### config.mk
export PLATFORM = sky130hd
export DESIGN_NAME = mips_regfile_flat
export DESIGN_NICKNAME = d
export VERILOG_FILES = /design/src/rtl/mips_regfile_if.sv /design/src/rtl/mips_regfile.sv /design/src/flat_wrapper.sv
export SDC_FILE = /design/constraint.sdc
export NUM_CORES = 2
export LEC_CHECK = 0
export CORE_ASPECT_RATIO = 1.5
export CORE_MARGIN = 2
export CORE_UTILIZATION = 45
export CTS_CLUSTER_DIAMETER = 150
export CTS_CLUSTER_SIZE = 20
export DETAILED_ROUTE_END_ITERATION = 16
export HOLD_SLACK_MARGIN = 0.1
export PLACE_DENSITY_LB_ADDON = 0.25
export SYNTH_ARGS = -nofsm -noshare
export SYNTH_HDL_FRONTEND = slang
export SYNTH_SLANG_ARGS = --single-unit
export TNS_END_PERCENT = 50
### constraint.sdc
create_clock -name clk -period 45.5 [get_ports clk]
set_input_delay 13.65 -clock clk [delete_from_list [all_inputs] [get_ports clk]]
set_output_delay 13.65 -clock clk [all_outputs]
set_load 0.005 [all_outputs]
### src/rtl/mips_regfile_if.sv
// Bus bundle for mips_regfile: writeback write port, two decode read ports
// and the valid/ready register dump port.
interface mips_regfile_if #(
    parameter int W = 32
);
    logic         we;
    logic [4:0]   waddr;
    logic [W-1:0] wdata;
    logic [4:0]   raddr1;
    logic [4:0]   raddr2;
    logic [W-1:0] rdata1;
    logic [W-1:0] rdata2;
    logic         dump_start;
    logic         dump_ready;
    logic         dump_valid;
    logic [4:0]   dump_idx;
    logic [W-1:0] dump_data;
    logic         dump_busy;
    logic         dump_done;

    modport master (
        output we, waddr, wdata, raddr1, raddr2, dump_start, dump_ready,
        input  rdata1, rdata2, dump_valid, dump_idx, dump_data, dump_busy, dump_done
    );

    modport slave (
        input  we, waddr, wdata, raddr1, raddr2, dump_start, dump_ready,
        output rdata1, rdata2, dump_valid, dump_idx, dump_data, dump_busy, dump_done
    );
endinterface

### src/rtl/mips_regfile.sv
// 32x32 MIPS register file ($0 hardwired to zero) with a valid/ready dump engine.
// Define REGFILE_BYPASS_EN to forward same-cycle write data to matching read ports.
module mips_regfile #(
    parameter int W = 32,
    parameter int N = 32
) (
    input logic           clk,
    input logic           rst,
    mips_regfile_if.slave bus
);
    typedef enum logic [1:0] {
        IDLE,
        LOAD,
        SHOW
    } dump_state_e;

    logic [W-1:0] regs_q [N];
    logic [W-1:0] regs_d [N];
    dump_state_e  state_q, state_d;
    logic [4:0]   idx_q, idx_d;
    logic [W-1:0] data_q, data_d;
    logic         valid_q, valid_d;
    logic         busy_q, busy_d;
    logic         done_q, done_d;

    always_comb begin
        regs_d = regs_q;
        if (bus.we && (bus.waddr != 5'd0)) begin
            regs_d[bus.waddr] = bus.wdata;
        end
    end

    always_comb begin
        bus.rdata1 = (bus.raddr1 == 5'd0) ? '0 : regs_q[bus.raddr1];
        bus.rdata2 = (bus.raddr2 == 5'd0) ? '0 : regs_q[bus.raddr2];
`ifdef REGFILE_BYPASS_EN
        if (bus.we && (bus.waddr != 5'd0) && (bus.waddr == bus.raddr1)) begin
            bus.rdata1 = bus.wdata;
        end
        if (bus.we && (bus.waddr != 5'd0) && (bus.waddr == bus.raddr2)) begin
            bus.rdata2 = bus.wdata;
        end
`endif
    end

    // Capture reads regs_q, not the bypass path, so a coincident write never leaks in.
    always_comb begin
        state_d = state_q;
        idx_d   = idx_q;
        data_d  = data_q;
        done_d  = 1'b0;
        unique case (state_q)
            IDLE: begin
                if (bus.dump_start) begin
                    state_d = LOAD;
                end
            end
            LOAD: begin
                data_d  = regs_q[idx_q];
                state_d = SHOW;
            end
            SHOW: begin
                if (valid_q && bus.dump_ready) begin
                    if (idx_q == 5'd31) begin
                        state_d = IDLE;
                        idx_d   = '0;
                        done_d  = 1'b1;
                    end else begin
                        state_d = LOAD;
                        idx_d   = idx_q + 5'd1;
                    end
                end
            end
            default: state_d = IDLE;
        endcase
        valid_d = (state_d == SHOW);
        busy_d  = (state_d != IDLE);
    end

    always_ff @(posedge clk or posedge rst) begin
        if (rst) begin
            for (int unsigned i = 0; i < N; i++) begin
                regs_q[i] <= '0;
            end
            state_q <= IDLE;
            idx_q   <= '0;
            data_q  <= '0;
            valid_q <= 1'b0;
            busy_q  <= 1'b0;
            done_q  <= 1'b0;
        end else begin
            regs_q  <= regs_d;
            state_q <= state_d;
            idx_q   <= idx_d;
            data_q  <= data_d;
            valid_q <= valid_d;
            busy_q  <= busy_d;
            done_q  <= done_d;
        end
    end

    assign bus.dump_valid = valid_q;
    assign bus.dump_idx   = idx_q;
    assign bus.dump_data  = data_q;
    assign bus.dump_busy  = busy_q;
    assign bus.dump_done  = done_q;
endmodule
### src/flat_wrapper.sv
// flat-port wrapper written by rule: the top's interface ports become plain ports
module mips_regfile_flat 
#(
    parameter int W = 32,
    parameter int N = 32
)
  (clk, rst, bus_we, bus_waddr, bus_wdata, bus_raddr1, bus_raddr2, bus_dump_start, bus_dump_ready, bus_rdata1, bus_rdata2, bus_dump_valid, bus_dump_idx, bus_dump_data, bus_dump_busy, bus_dump_done);
  mips_regfile_if #(.W(W)) bus_i ();
  input logic clk;
  input logic rst;
  input wire logic [$bits(bus_i.we)-1:0] bus_we;
  input wire logic [$bits(bus_i.waddr)-1:0] bus_waddr;
  input wire logic [$bits(bus_i.wdata)-1:0] bus_wdata;
  input wire logic [$bits(bus_i.raddr1)-1:0] bus_raddr1;
  input wire logic [$bits(bus_i.raddr2)-1:0] bus_raddr2;
  input wire logic [$bits(bus_i.dump_start)-1:0] bus_dump_start;
  input wire logic [$bits(bus_i.dump_ready)-1:0] bus_dump_ready;
  output wire logic [$bits(bus_i.rdata1)-1:0] bus_rdata1;
  output wire logic [$bits(bus_i.rdata2)-1:0] bus_rdata2;
  output wire logic [$bits(bus_i.dump_valid)-1:0] bus_dump_valid;
  output wire logic [$bits(bus_i.dump_idx)-1:0] bus_dump_idx;
  output wire logic [$bits(bus_i.dump_data)-1:0] bus_dump_data;
  output wire logic [$bits(bus_i.dump_busy)-1:0] bus_dump_busy;
  output wire logic [$bits(bus_i.dump_done)-1:0] bus_dump_done;
  assign bus_i.we = bus_we;
  assign bus_i.waddr = bus_waddr;
  assign bus_i.wdata = bus_wdata;
  assign bus_i.raddr1 = bus_raddr1;
  assign bus_i.raddr2 = bus_raddr2;
  assign bus_i.dump_start = bus_dump_start;
  assign bus_i.dump_ready = bus_dump_ready;
  assign bus_rdata1 = bus_i.rdata1;
  assign bus_rdata2 = bus_i.rdata2;
  assign bus_dump_valid = bus_i.dump_valid;
  assign bus_dump_idx = bus_i.dump_idx;
  assign bus_dump_data = bus_i.dump_data;
  assign bus_dump_busy = bus_i.dump_busy;
  assign bus_dump_done = bus_i.dump_done;
  mips_regfile #(.W(W), .N(N)) u_core (.clk(clk), .rst(rst), .bus(bus_i));
endmodule
-- Word-level counts from Yosys, hierarchy flattened
Index checks and enable logic that the tools add are counted.
- multiplexer cells: 22
- equal/unequal tests: 4
- order comparisons: 5
- reductions and logical operators: 9
- bitwise operators: 4
- shift-type cells: 0
- $mul: 0
- add/sub/neg operators: 1
- divide/modulo/power cells: 0
- operators with widths (kind ; count):
    $bwmux W1024 ; 1
    $bmux W32 S5 ; 3
    $mux W32 ; 9
    $demux W32 S5 ; 1
    $ge A6 B6 Y1 const B ; 4
    $not A5 Y6 ; 4
    $logic_not A5 Y1 ; 2
    $lt A6 B1 Y1 const B ; 1
    $pmux W2 S3 ; 1
    $add A5 B1 Y5 const B ; 1
    $eq A5 B5 Y1 const B ; 1
    $mux W5 ; 1
    $reduce_bool A5 Y1 ; 1
    $eq A2 B2 Y1 const B ; 2
    $mux W1 ; 4
    $mux W2 ; 2
    $logic_and A1 B1 Y1 ; 3
    $eq A2 B1 Y1 const B ; 1
    $logic_not A2 Y1 ; 1
    $reduce_and A2 Y1 ; 1
    $reduce_bool A2 Y1 ; 1
- memories kept: 0
- input bits: 52
- register bits after elaboration: 1066
- bits in latches: 0
- RAM bits: 0
- output and inout port bits: 104
- ROM bits: 0
- word-level logic and storage cells: 83

-- Depth between registers and ports, before layout
- depth in word-level cells: 6
- gate-level depth with buffers: 9
- depth with buffers taken out: 6

-- Least setup slack after synthesis
Ideal clock, no wire load.
- kind: input port to output port
- start: input bus_raddr2[1]
- end: output bus_rdata2[10]
- data required time: 31.850 ns
- stages: 6
- path buffers: 3
- setup slack: 16.752 ns
- data arrival time: 15.098 ns
- path through: buf_4 buf_4 buf_2 mux4_2 a22oi_1 a31oi_1
- cells in the longest elaborated chain, start to end: 5
- elaborated cells on any way between the ends: 6
- those cells by class: mux: 4; bitwise: 1; reduce/logical: 1
- RTL lines (item ; RTL line ; text):
    start: declaration ; flat_wrapper.sv:15 ; input wire logic [$bits(bus_i.raddr2)-1:0] bus_raddr2;
    $not A5 Y6 (implied by the code) ; mips_regfile.sv:35 ; bus.rdata2 = (bus.raddr2 == 5'd0) ? '0 : regs_q[bus.raddr2];
    $bmux W32 S5 ; mips_regfile.sv:35 ;
    $mux W32 (implied by the code) (2 in a row) ; mips_regfile.sv:35 ;
    $mux W32 (*) ; mips_regfile.sv:35 ;
    end: declaration ; flat_wrapper.sv:19 ; output wire logic [$bits(bus_i.rdata2)-1:0] bus_rdata2;
Every way passes the cells marked *; elsewhere a longest branch is shown, timed or not. The select of a mux whose other input is x is not followed.

-- Worst setup path in the final report
- start: input bus_raddr1[1]
- end: output bus_rdata1[28]
- cells in the longest elaborated chain, start to end: 5
- elaborated cells on any way between the ends: 6
- those cells by class: mux: 4; bitwise: 1; reduce/logical: 1
- RTL lines (item ; RTL line ; text):
    start: declaration ; flat_wrapper.sv:14 ; input wire logic [$bits(bus_i.raddr1)-1:0] bus_raddr1;
    $not A5 Y6 (implied by the code) ; mips_regfile.sv:34 ; bus.rdata1 = (bus.raddr1 == 5'd0) ? '0 : regs_q[bus.raddr1];
    $bmux W32 S5 ; mips_regfile.sv:34 ;
    $mux W32 (implied by the code) (2 in a row) ; mips_regfile.sv:34 ;
    $mux W32 (*) ; mips_regfile.sv:34 ;
    end: declaration ; flat_wrapper.sv:18 ; output wire logic [$bits(bus_i.rdata1)-1:0] bus_rdata1;
Marks and branches as above.

==> summary.md <==
| Metric | Value |
|---|---|
| Total grt overflow | 0 |
| I/O Pins | 156 |
| Critical Path AT | 18220 ps |
| Placed wire-length estimate | 131.9 mm |
| Initial Util | 45.31% |
| Total CTS buffers | 59 |
| Filler cells | 12.55k |
| Clk slew on worst S/H paths | 90 ps |
| Unique masters post-synth | 45 |
| Drt wl/cell | 38.73 um |
| Cell breakdown of the critical path | buf_8 > buf_12 > buf_4 > mux4_2 > mux2i_1 > a221o_1 > a31oi_1 > clkdlybuf4s50_1 |
| Post-CTS Setup Inserts | 0 |
| Cells on worst reg2reg path | 8 |
| Register area share after synthesis | 41.19% |
| Hold Path Cell Cnt | 0 |
| Rel. slew slack | 11.91% |
| Share of cells above drive strength 1 | 41.55% |
| Synth cell count leaders | 1066 x dfrtp_1, 1002 x mux2_2, 576 x mux4_2, 536 x mux2i_1, 270 x clkbuf_1 |
| Min Clock Period, post-route | 31870 ps |
| Vias in the first global route | 46.58k |
| Reg area | 26690 sq um |
| CTS sink count | 1066 |
| Setup TNS | 0 ps |
| DRC | 0 |
| 1st-pass router iterations | 6 |
| Synth Warn # | 0 |
| Final core utilization | 48.08% |
| Crit share post-route | 70.04% |
| Total core area | 142900 sq um |
| Port Buffers | 155 |
| GPL Wtd Cong | 0.8410 |
| Die ar. | 147000 sq um |
| Htree depth | 2 |
| Die H | 468.6 um |
| Leading post-synthesis cells by cell area | dfrtp_1 41%, mux4_2 20%, mux2_2 17% |
| Hold Path Class | flip-flop to flip-flop |
| Setup repair after global routing missed its margin | false |
| GRT Total Usage | 32.71% |
| Endpoint class of the critical path | output port |
| Via count | 45.65k |
| Clock Tree Root | clkbuf_16 |
| Syn_nets | 4649 |
| First-pass GRT wire length | 345.6 mm |
| Multi-input gate area | 35640 sq um |
| Slowest-stage cell, CP | buf_4 |
| Mapped cell area | 64770 sq um |
| Hold_buf cts | 0 |
| Post-Syn Instances | 4595 |
| Leak Pwr | 28.69 nW |
| Clk_skew | 49.58 ps |
| P&R area growth vs syn | 6.118% |
| VDD IR max | 0.00004676 V |
| Kind of cell adding the most delay to the critical path | buffers and inverters |
| WP depth | 8 |
| Nets | 4409 |
| Largest net degree at the start of global routing | 157 |
| Max-slew violation count | 0 |
| PwrDens | 45.96 nW/um^2 |
| Area leader, netlist | dfrtp_1 |
| Post-synth EDFFs | 0 |
| Post-Route WL | 242.4 mm |
| Setup crit start kind | primary input |
| Number of DRC markers in iteration 0 | 5075 |
| Mean area per synthesized cell | 14.10 sq um |
| Final Hold Vio Count | 0 |
| Final setup violation count | 0 |
| Row count | 170 |
| ANT nets after route | 0 |
| WP buf/inv | 4 |
| Post-synth ARST share | 100.0% |
| Ys flop type | dfrtp_1 |
| Synth top area share | 41.19% |
| CP required | 31850 ps |
| Max Freq | 0.03138 GHz |
| Delay of the slowest critical-path stage | 980 ps |
| Critical path peak fanout | 106 |
| Maxcap violations | 0 |
| Worst setup path class | primary input to output port |
| Clk buf depth | 3 |
| Worst skew pair latency | 760 ps |
| Synth Register Bits | 1066 |
| Initial antenna violation count | 7 |
| Cts repair resizes | 0 |
| Worst Max-Slew Pin Slew | 1318 ps |
| Vias/cell | 7.295 |
| Status | completed |
| CTS tree | done |
| Most common cell in the netlist | dfrtp_1 |
| Die Wd | 313.8 um |
layout make-up:
type / instances / area share [%]
well taps: 1892 / 3.444
multi-input cells: 2943 / 51.86
clock buffers: 62 / 2.195
diodes: 7 / 0.02549
repair buffers: 250 / 3.375
flip-flops and latches: 1066 / 38.83
inverters: 35 / 0.2093
clock inverters: 3 / 0.06007
per-layer routing:
layer | GRT usage, % | vias up | wire length [um]
met3 | 6.754 | 787 | 22190
met5 | 0 | - | 40
met4 | 18.49 | 6 | 15970
li1 | - | 17610 | -
met1 | 41.39 | 24630 | 90030
met2 | 52.46 | 2619 | 114100
report_power, final:
| group | total, mW | internal (mW) | switching (mW) |
|---|---|---|---|
| clock network | 0.574 | 0.236 | 0.338 |
| registers | 1.36 | 1.13 | 0.226 |
| logic | 1.23 | 0.621 | 0.605 |
| total | 3.16 | 1.99 | 1.17 |
cells in the final DEF, fill, tap and decap left out, drive strengths merged, types with 2 or more instances in the layout:
cell type         n
a2111oi          31
a21oi            31
a221o            64
a221oi           64
a22oi            64
a31oi            65
and2             33
and3              2
and3b             2
buf             103
clkbuf           64
clkdlybuf4s50   145
dfrtp          1066
diode             7
ha                2
inv              37
mux2           1002
mux2i           536
mux4            576
nand2            23
nand2b            4
nand3             2
nand3b            5
nor2             57
nor2b            71
nor3             32
nor3b             5
nor4b             2
o21ai            69
o221ai           31
o22ai            96
o31ai            32
o32ai            31
or2               3
cells by family (layout without fill, tap and decap cells):
group / Yosys count / count (layout) / synth area share (%)
simple gates: 244 / 244 / 2.044
buf+inv: 586 / 350 / 4.381
mux: 2114 / 2114 / 45.73
compound gates: 583 / 583 / 6.616
fa+ha+maj: 2 / 2 / 0.03863
other cells: 0 / 7 / 0
flops: 1066 / 1066 / 41.19
flip-flops by register name, summed over array words and instances (netlist names):
register / cells
u_core.state_q: 2
u_core.bus.dump_data: 32
u_core.bus.dump_idx: 5
u_core.bus.dump_busy: 1
u_core.bus.dump_valid: 1
u_core.bus.dump_done: 1
u_core.regs_q: 1024
final timing paths:
path	to	start	slack (ps)
max in group asynchronous	u_core.regs_q[68]	rst	28280
hold reg to reg	u_core.regs_q[1005]	u_core.regs_q[1005]	420
min in group asynchronous	u_core.regs_q[562]	rst	13410
setup / recovery	bus_rdata1[28]	bus_raddr1[1]	13630
hold / removal	u_core.regs_q[1005]	u_core.regs_q[1005]	420
setup reg to reg	u_core.bus.dump_data[17]	u_core.bus.dump_idx[1]	40710
per-stage QoR:
step | total power, mW | instances | hold slack (ps) | worst slack, ps | instance area, sq um
3_5_place_dp | 2.580 | 6186 | 402.7 | 13610 | 67160
6_report | 3.159 | 6258 | 418.8 | 13630 | 68730
2_1_floorplan | 2.183 | 4595 | 458.0 | 1843 | 64770
4_1_cts | 3.145 | 6251 | 422.5 | 13620 | 68710
5_1_grt | 3.276 | 6252 | 434.3 | 13480 | 68720
3_3_place_gp | 2.553 | 6186 | 395.2 | 13660 | 67160
(Power assumes the default switching activity.)
